File: src/rtl/spi_pkg.sv
// Shared definitions for the synchronous SPI slave: mode encodings,
// FSM state type and bit-counter sizing.
package spi_pkg;

  localparam logic [1:0] SPI_MODE0 = 2'b00;
  localparam logic [1:0] SPI_MODE1 = 2'b01;
  localparam logic [1:0] SPI_MODE2 = 2'b10;
  localparam logic [1:0] SPI_MODE3 = 2'b11;

  typedef enum logic {
    ST_IDLE   = 1'b0,
    ST_ACTIVE = 1'b1
  } spi_state_e;

  function automatic int spi_bitcnt_w(input int width);
    return $clog2(width + 1);
  endfunction

endpackage

File: src/rtl/sync_edge.sv
// Multi-flop synchroniser for an asynchronous pin followed by a one-flop
// edge detector that reports rise/fall of the synchronised level.
module sync_edge #(
  parameter int STAGES = 2
) (
  input  logic clk,
  input  logic reset,
  input  logic d,
  output logic q,
  output logic rise,
  output logic fall
);

  logic [STAGES-1:0] sync_q;
  logic              prev_q;

  // The chain keeps sampling through reset so the detector can be preloaded
  // with the live level; that is what suppresses a spurious edge on release.
  always_ff @(posedge clk) begin
    sync_q <= {sync_q[STAGES-2:0], d};
    prev_q <= sync_q[STAGES-1];
  end

  assign q    = sync_q[STAGES-1];
  assign rise = ~reset & q & ~prev_q;
  assign fall = ~reset & ~q & prev_q;

endmodule

File: src/rtl/spi_slave_sync.sv
// SPI slave oversampled on clk: any CPOL/CPHA, parametrised width and bit
// order, rx word pulses and a valid/ready tx holding register.
//
// state     | meaning
// ----------+-----------------------------------------------------------
// ST_IDLE   | no frame; sclk edges ignored, miso held at 0
// ST_ACTIVE | ss asserted; sample edges shift rx, shift edges drive tx
module spi_slave_sync
  import spi_pkg::*;
#(
  parameter int               WIDTH       = 8,
  parameter bit               CPOL        = 1'b0,
  parameter bit               CPHA        = 1'b1,
  parameter bit               LSB_FIRST   = 1'b0,
  parameter int               SYNC_STAGES = 2,
  parameter logic [WIDTH-1:0] TX_IDLE     = '0
) (
  input  logic             clk,
  input  logic             reset,
  input  logic             ss,
  input  logic             sclk,
  input  logic             mosi,
  output logic             miso,
  output logic             miso_oe,
  output logic [WIDTH-1:0] rx_data,
  output logic             rx_valid,
  input  logic [WIDTH-1:0] tx_data,
  input  logic             tx_valid,
  output logic             tx_ready,
  output logic             tx_underrun,
  output logic             frame_end,
  output logic             frame_abort
);

  localparam int               CNT_W          = spi_bitcnt_w(WIDTH);
  localparam logic [1:0]       MODE           = {CPOL, CPHA};
  localparam bit               SAMPLE_ON_LEAD = (MODE == SPI_MODE0) || (MODE == SPI_MODE2);
  localparam bit               SHIFT_ON_LEAD  = (MODE == SPI_MODE1) || (MODE == SPI_MODE3);
  localparam logic [CNT_W-1:0] LAST_BIT       = CNT_W'(WIDTH - 1);

  logic ss_q, ss_rise, ss_fall;
  logic sclk_q, sclk_rise, sclk_fall;
  logic [SYNC_STAGES-1:0] mosi_sync;
  logic mosi_q;

  sync_edge #(.STAGES(SYNC_STAGES)) u_ss_sync (
    .clk(clk), .reset(reset), .d(ss), .q(ss_q), .rise(ss_rise), .fall(ss_fall)
  );

  sync_edge #(.STAGES(SYNC_STAGES)) u_sclk_sync (
    .clk(clk), .reset(reset), .d(sclk), .q(sclk_q), .rise(sclk_rise), .fall(sclk_fall)
  );

  always_ff @(posedge clk) begin
    mosi_sync <= {mosi_sync[SYNC_STAGES-2:0], mosi};
  end
  assign mosi_q = mosi_sync[SYNC_STAGES-1];

  spi_state_e       state_q, state_d;
  logic [CNT_W-1:0] cnt_q, cnt_d;
  logic [WIDTH-1:0] rx_sr_q, rx_sr_d, tx_sr_q, tx_sr_d;
  logic [WIDTH-1:0] hold_q, hold_d, rx_data_q, rx_data_d;
  logic             hold_full_q, hold_full_d;
  logic             rx_valid_q, rx_valid_d, underrun_q, underrun_d;
  logic             frame_end_q, frame_end_d, frame_abort_q, frame_abort_d;
  logic             any_edge, lead_edge, trail_edge, sample_edge, shift_edge, tx_load;
  logic [WIDTH-1:0] rx_shifted, tx_advanced;

  assign any_edge    = sclk_rise | sclk_fall;
  assign lead_edge   = any_edge & (sclk_q != CPOL);
  assign trail_edge  = any_edge & (sclk_q == CPOL);
  assign sample_edge = SAMPLE_ON_LEAD ? lead_edge : trail_edge;
  assign shift_edge  = SHIFT_ON_LEAD ? lead_edge : trail_edge;
  assign rx_shifted  = LSB_FIRST ? {mosi_q, rx_sr_q[WIDTH-1:1]} : {rx_sr_q[WIDTH-2:0], mosi_q};
  assign tx_advanced = LSB_FIRST ? (tx_sr_q >> 1) : (tx_sr_q << 1);

  always_comb begin
    state_d       = state_q;
    cnt_d         = cnt_q;
    rx_sr_d       = rx_sr_q;
    tx_sr_d       = tx_sr_q;
    rx_data_d     = rx_data_q;
    hold_d        = hold_q;
    hold_full_d   = hold_full_q;
    rx_valid_d    = 1'b0;
    underrun_d    = 1'b0;
    frame_end_d   = 1'b0;
    frame_abort_d = 1'b0;
    tx_load       = 1'b0;
    case (state_q)
      ST_IDLE: begin
        if (ss_rise) begin
          state_d = ST_ACTIVE;
          cnt_d   = '0;
          rx_sr_d = '0;
          tx_load = SAMPLE_ON_LEAD;
        end
      end
      ST_ACTIVE: begin
        // An sclk edge landing on the ss fall belongs to no word.
        if (ss_fall) begin
          state_d       = ST_IDLE;
          frame_end_d   = 1'b1;
          frame_abort_d = (cnt_q != '0);
          cnt_d         = '0;
        end else begin
          if (sample_edge) begin
            rx_sr_d = rx_shifted;
            if (cnt_q == LAST_BIT) begin
              cnt_d      = '0;
              rx_data_d  = rx_shifted;
              rx_valid_d = 1'b1;
            end else begin
              cnt_d = cnt_q + CNT_W'(1);
            end
          end
          if (shift_edge) begin
            if (cnt_q == '0) tx_load = 1'b1;
            else             tx_sr_d = tx_advanced;
          end
        end
      end
      default: state_d = ST_IDLE;
    endcase
    // A load always takes the old word; a same-cycle capture refills it.
    if (tx_load) begin
      tx_sr_d     = hold_full_q ? hold_q : TX_IDLE;
      underrun_d  = ~hold_full_q;
      hold_full_d = 1'b0;
    end
    if (tx_valid && !hold_full_q) begin
      hold_d      = tx_data;
      hold_full_d = 1'b1;
    end
  end

  always_ff @(posedge clk) begin
    if (reset) begin
      state_q       <= ST_IDLE;
      cnt_q         <= '0;
      rx_sr_q       <= '0;
      tx_sr_q       <= '0;
      rx_data_q     <= '0;
      hold_q        <= '0;
      hold_full_q   <= 1'b0;
      rx_valid_q    <= 1'b0;
      underrun_q    <= 1'b0;
      frame_end_q   <= 1'b0;
      frame_abort_q <= 1'b0;
    end else begin
      state_q       <= state_d;
      cnt_q         <= cnt_d;
      rx_sr_q       <= rx_sr_d;
      tx_sr_q       <= tx_sr_d;
      rx_data_q     <= rx_data_d;
      hold_q        <= hold_d;
      hold_full_q   <= hold_full_d;
      rx_valid_q    <= rx_valid_d;
      underrun_q    <= underrun_d;
      frame_end_q   <= frame_end_d;
      frame_abort_q <= frame_abort_d;
    end
  end

  assign miso        = (state_q == ST_ACTIVE) & (LSB_FIRST ? tx_sr_q[0] : tx_sr_q[WIDTH-1]);
  assign miso_oe     = ss_q & (state_q == ST_ACTIVE);
  assign rx_data     = rx_data_q;
  assign rx_valid    = rx_valid_q;
  assign tx_ready    = ~hold_full_q;
  assign tx_underrun = underrun_q;
  assign frame_end   = frame_end_q;
  assign frame_abort = frame_abort_q;

endmodule

File: config.mk
export PLATFORM = sky130hd
export DESIGN_NAME = spi_slave_sync
export DESIGN_NICKNAME = d
export VERILOG_FILES = /design/src/rtl/spi_pkg.sv /design/src/rtl/sync_edge.sv /design/src/rtl/spi_slave_sync.sv
export SDC_FILE = /design/constraint.sdc
export NUM_CORES = 1
export LEC_CHECK = 0
export ABC_AREA = 1
export CORE_ASPECT_RATIO = 1.2
export CORE_UTILIZATION = 28
export CTS_CLUSTER_DIAMETER = 30
export DETAILED_ROUTE_END_ITERATION = 8
export GPL_TIMING_DRIVEN = 0
export PLACE_DENSITY = 0.45
export SYNTH_ARGS = -nofsm -noshare
export SYNTH_HDL_FRONTEND = slang
export SYNTH_SLANG_ARGS = --single-unit
File: constraint.sdc
create_clock -name clk -period 1.5 [get_ports clk]
set_clock_uncertainty 0.1 [all_clocks]
set_input_delay 0.15 -clock clk [delete_from_list [all_inputs] [get_ports clk]]
set_output_delay 0.15 -clock clk [all_outputs]
set_load 0.02 [all_outputs]
Yosys cells after proc, flatten, opt, wreduce, memory -nomap -nowiden
Cells that the tools add are included. Widths: inputs -> output; s select.

$add $sub $neg: 1. Equal/unequal tests: 7. Mux-type cells: 26. Bitwise gates (word level): 23. Reductions and logical operators: 15.

Operator list (number): $mux 8 (6); $mux 7 (3); $mux 4 (4); $pmux 7 s2 (1); $and 1x1->1 (12); $not 1->1 (10); $mux 1 (9); $pmux 4 s2 (1); $reduce_and 4->1 (2); $ne 2x2->1 const B (3); $reduce_bool 2->1 (3); $add 4x1->4 const B (1); $eq 4x3->1 const B (1); $logic_not 4->1 (1); $ne 2x1->1 const B (2); $pmux 1 s2 (2); $reduce_bool 4->1 (1); $reduce_or 2->1 (2); $reduce_or 4->1 (1); $ne 3x2->1 const B (1); $reduce_and 3->1 (1); $reduce_or 3->1 (1); $reduce_and 2->1 (1); $logic_and 1x1->1 (1); other kinds (2) (2).

Flip-flop bits (word level): 49. Input port bits: 14. Output and inout bits: 15. Logic and storage cells: 88.

Longest topological paths before layout
Word-level depth: 10. Gate-level depth with buffers: 8. Depth with buffers taken out: 8.

By module
From an unflattened synthesis, not the netlist that was laid out.

Cell total of the unflattened synthesis: 254. Area total of the unflattened synthesis: 1940.6 um2.

By module, submodules not included: spi_slave_sync (times used 1, cells an instance 236, area each 1775.5 um2, sequential area each 860.8 um2); sync_edge (times used 2, cells an instance 9, area each 82.6 um2, sequential area each 60.1 um2).

Worst setup path after synthesis
No wires, ideal clock.

Kind: reg2reg. Start: register cnt_q[0]. End: register hold_full_q. Library setup time: 70 ps. Data arrival time: 1141 ps. Data required time: 1330 ps. Setup slack: 189 ps. Cell stages (with the launch flop): 8. Path buffers: 0. Clock period less this slack: 1311 ps. Cell sequence: dfxtp_1 -> inv_1 -> ha_1 -> nand2_1 -> inv_2 -> nand3_1 -> nand2_1 -> a21oi_1.

Word-level cells in the longest chain between the ends: 6.

Ends and longest elaborated chain: from (decl) (line spi_slave_sync.sv:60) `logic [CNT_W-1:0] cnt_q, cnt_d;`; from (signal assigned) (line spi_slave_sync.sv:152) `cnt_q <= cnt_d;`; $logic_not 4->1 (line spi_slave_sync.sv:118) `if (cnt_q == '0) tx_load = 1'b1;`; $mux 1 (line spi_slave_sync.sv:118); $mux 1 (line spi_slave_sync.sv:117) `if (shift_edge) begin`; $mux 1 (line spi_slave_sync.sv:101) `if (ss_fall) begin`; $pmux 1 s2 (line spi_slave_sync.sv:90) `case (state_q)`; $reduce_bool 2->1 (no line); to (signal assigned) (line spi_slave_sync.sv:157) `hold_full_q <= hold_full_d;`; to (decl) (line spi_slave_sync.sv:63) `logic hold_full_q, hold_full_d;`.

Every way passes these cells. A chain may end at the register's enable or synchronous reset.

Worst setup path in the final report
Start: register underrun_q, in the netlist tx_underrun. End: output tx_underrun.

RTL lines: from (decl) (line spi_slave_sync.sv:64) `logic rx_valid_q, rx_valid_d, underrun_q, underrun_d;`; from (signal assigned) (line spi_slave_sync.sv:159) `underrun_q <= underrun_d;`; to (decl) (line spi_slave_sync.sv:30) `output logic tx_underrun,`.

No word-level cell between the ends.

==> key figures <==
STA
  • Fin. Hold Viols: 0
  • Slew Limit Headroom: 67.5%
  • Slew Viols, Final: 0
  • Actual slew at the worst max-slew pin: 488 ps
  • Fmax: 0.685 GHz
  • Fin worst setup slack: 40.3 ps
  • Final setup fails: 0
  • Final period utilization: 97.3%
  • Final min period: 1460 ps
  • Worst Hold Slack: 182 ps

Worst setup path
  • Worst path max stage delay: 590 ps
  • WP data required: 1250 ps
  • Top delay family on crit path: buffers and inverters
  • Crit path kind: reg2out
  • Buf+Inv Stages, Crit Path: 1
  • Worst setup EP type: output port
  • Crit path max fanout: 1
  • CP Cell Sequence: clkdlybuf4s50_1
  • Slowest CP cell: clkdlybuf4s50_1
  • Setup crit start kind: register
  • Arrival time at the worst endpoint: 1210 ps

Cells and area
  • Fin nets: 307
  • Layout cells sized above 1: 12.7%
  • Final Non-Filler Cells: 377
  • Area Overhead vs Synth: 30.1%
  • Fillers: 720
  • Final antenna diode count: 0
  • Fin area: 2470 um2

Clocking
  • Cts hold-fix bufs: 0
  • Root Buffer Master: clkbuf_8
  • TritonCTS clock tree: built
  • Clock Latency Late Sink: 300 ps
  • CTS Buffer Depth: 2
  • Sink Count: 49
  • Clk slew on worst S/H paths: 90 ps
  • H-tree depth: 2
  • CTS Buf Count: 5

Power and ir drop
  • PD cells: 1060 nW/um2
  • Worst vdd ir: 0.000448 V
  • Leak Pwr: 1.14 nW
  • Total Power: 2.62 mW

Global routing
  • GRT overflow: 0
  • Initial antenna violation count: 0
  • GRT Total Usage: 13.2%
  • First-pass GRT wire length: 7.40 mm
  • Vias in the first global route: 1597
  • Largest net degree at the start of global routing: 15

Routing
  • ANT nets after route: 0
  • Pre-antenna DRT Iters: 4
  • Final wirelength: 4.30 mm
  • WL per Instance: 11.4 um
  • Vias/cell: 4.47
  • 1st-iter DRT viols: 84
  • Via Count: 1684
  • # DRC: 0

Flow run
  • Max_cap viols: 0

Yosys
  • Sequential share of the synthesized area: 51.7%
  • Synth Warn #: 0
  • Avg Cell Area, Syn: 7.50 um2
  • #FFs+latches synth: 49
  • Mapped cell area: 1900 um2
  • Syn_nets: 269
  • Library cells used by synthesis: 22
  • Mapped Cells: 253

Placed design
  • Post-DP HPWL: 3.01 mm
  • Dpl ws: -522 ps
  • Placed Area: 2280 um2
  • Placed insts: 366
  • Port Buf Inserts: 28
  • RD Place Congestion: 0.766

Floorplan
  • Die height: 92.2 um
  • Die area: 7110 um2
  • FP Rows: 32
  • Die X-Extent: 77.1 um
  • Core ar.: 6490 um2
  • Ports: 29
  • Starting Density: 29.2%

Run status
  • Outcome: finished clean

Min path
  • Hold crit path type: in2reg
==> layout by cell type (no fill, tap or decap), types with 3 or more instances in the layout <==
cell,instances
nand4_1,4
buf_4,3
dlygate4sd2_1,10
clkbuf_8,6
clkdlybuf4s50_1,15
nand3_2,4
nand2_1,66
clkbuf_1,3
dfxtp_2,3
o21ai_0,17
nand2_4,3
a21oi_1,18
clkbuf_2,3
inv_1,21
inv_2,3
dfxtp_1,46
nand3_1,16
nor2_1,34
==> state kept, by name (all words and copies together), names as in the netlist, 2 cells and up <==
signal              flops
hold_q                  8
rx_data                 8
tx_sr_q                 8
rx_sr_q                 7
cnt_q                   4
mosi_sync               2
u_sclk_sync.sync_q      2
u_ss_sync.sync_q        2
==> cell families after synthesis <==
family | share of synthesized area (%)
compound gates | 9.96
buf+inv | 6.40
flops | 51.7
simple gates | 30.6
fa+ha+maj | 1.32
==> report_power, final <==
| group | internal, mW | total (mW) | leakage, nW | switching, mW |
|---|---|---|---|---|
| clock | 0.544 | 0.988 | 0.0585 | 0.444 |
| combinational | 0.103 | 0.265 | 0.685 | 0.162 |
| sequential | 1.34 | 1.37 | 0.401 | 0.0264 |
==> path summary, 6_finish.rpt <==
path | to | cells past startpoint | slack, ps | from
max | tx_underrun | 1 | 40 | tx_underrun
min | mosi_sync[0] | 1 | 180 | mosi
max reg2reg | rx_data[3] | 8 | 100 | u_ss_sync.sync_q[1]
min reg2reg | u_ss_sync.sync_q[1] | 0 | 230 | u_ss_sync.sync_q[0]
==> cell type report <==
class | count | area (um2) | share of cell area [%]
Clock inverter | 1 | 30.0 | 1.22
Inverter | 25 | 96.3 | 3.90
Multi-Input combinational cell | 173 | 842 | 34.1
Timing Repair Buffer | 31 | 288 | 11.7
Sequential cell | 49 | 985 | 39.9
Clock buffer | 7 | 86.3 | 3.50
Tap cell | 85 | 106 | 4.31
Buffer | 6 | 33.8 | 1.37
==> Yosys cell counts (all sizes together) <==
master | instances | area [um2]
a21oi | 19 | 98.9
buf | 2 | 10.0
clkbuf | 4 | 15.0
dfxtp | 49 | 981
ha | 2 | 25.0
inv | 25 | 96.4
nand2 | 70 | 273
nand3 | 20 | 110
nand4 | 4 | 25.0
nor2 | 38 | 161
nor3 | 1 | 5.00
o21ai | 18 | 90.1
or2 | 1 | 6.26
==> per-stage QoR <==
stage | TNS (ps) | util [%]
global route | -12.5 | 38.0
detailed placement | -11950 | 35.2
floorplan | 0 | -
finish | 0 | 38.0
CTS | 0 | 37.4
global placement | -11670 | 35.2
==> per-layer routing <==
layer  track usage [%]  routed length, um  up-vias
met3              2.59                124        8
li1                  -                  -      876
met5                 0                  0        -
met2              22.0               2050       27
met4              6.45                 81        0
met1              16.0               2040      773
==> repair_timing <==
item,in CTS,in global routing
gates resized for setup,21,15
endpoints found under the setup margin,32,30
setup buffers,2,1
Note: power is estimated with default switching activity, not from simulation.
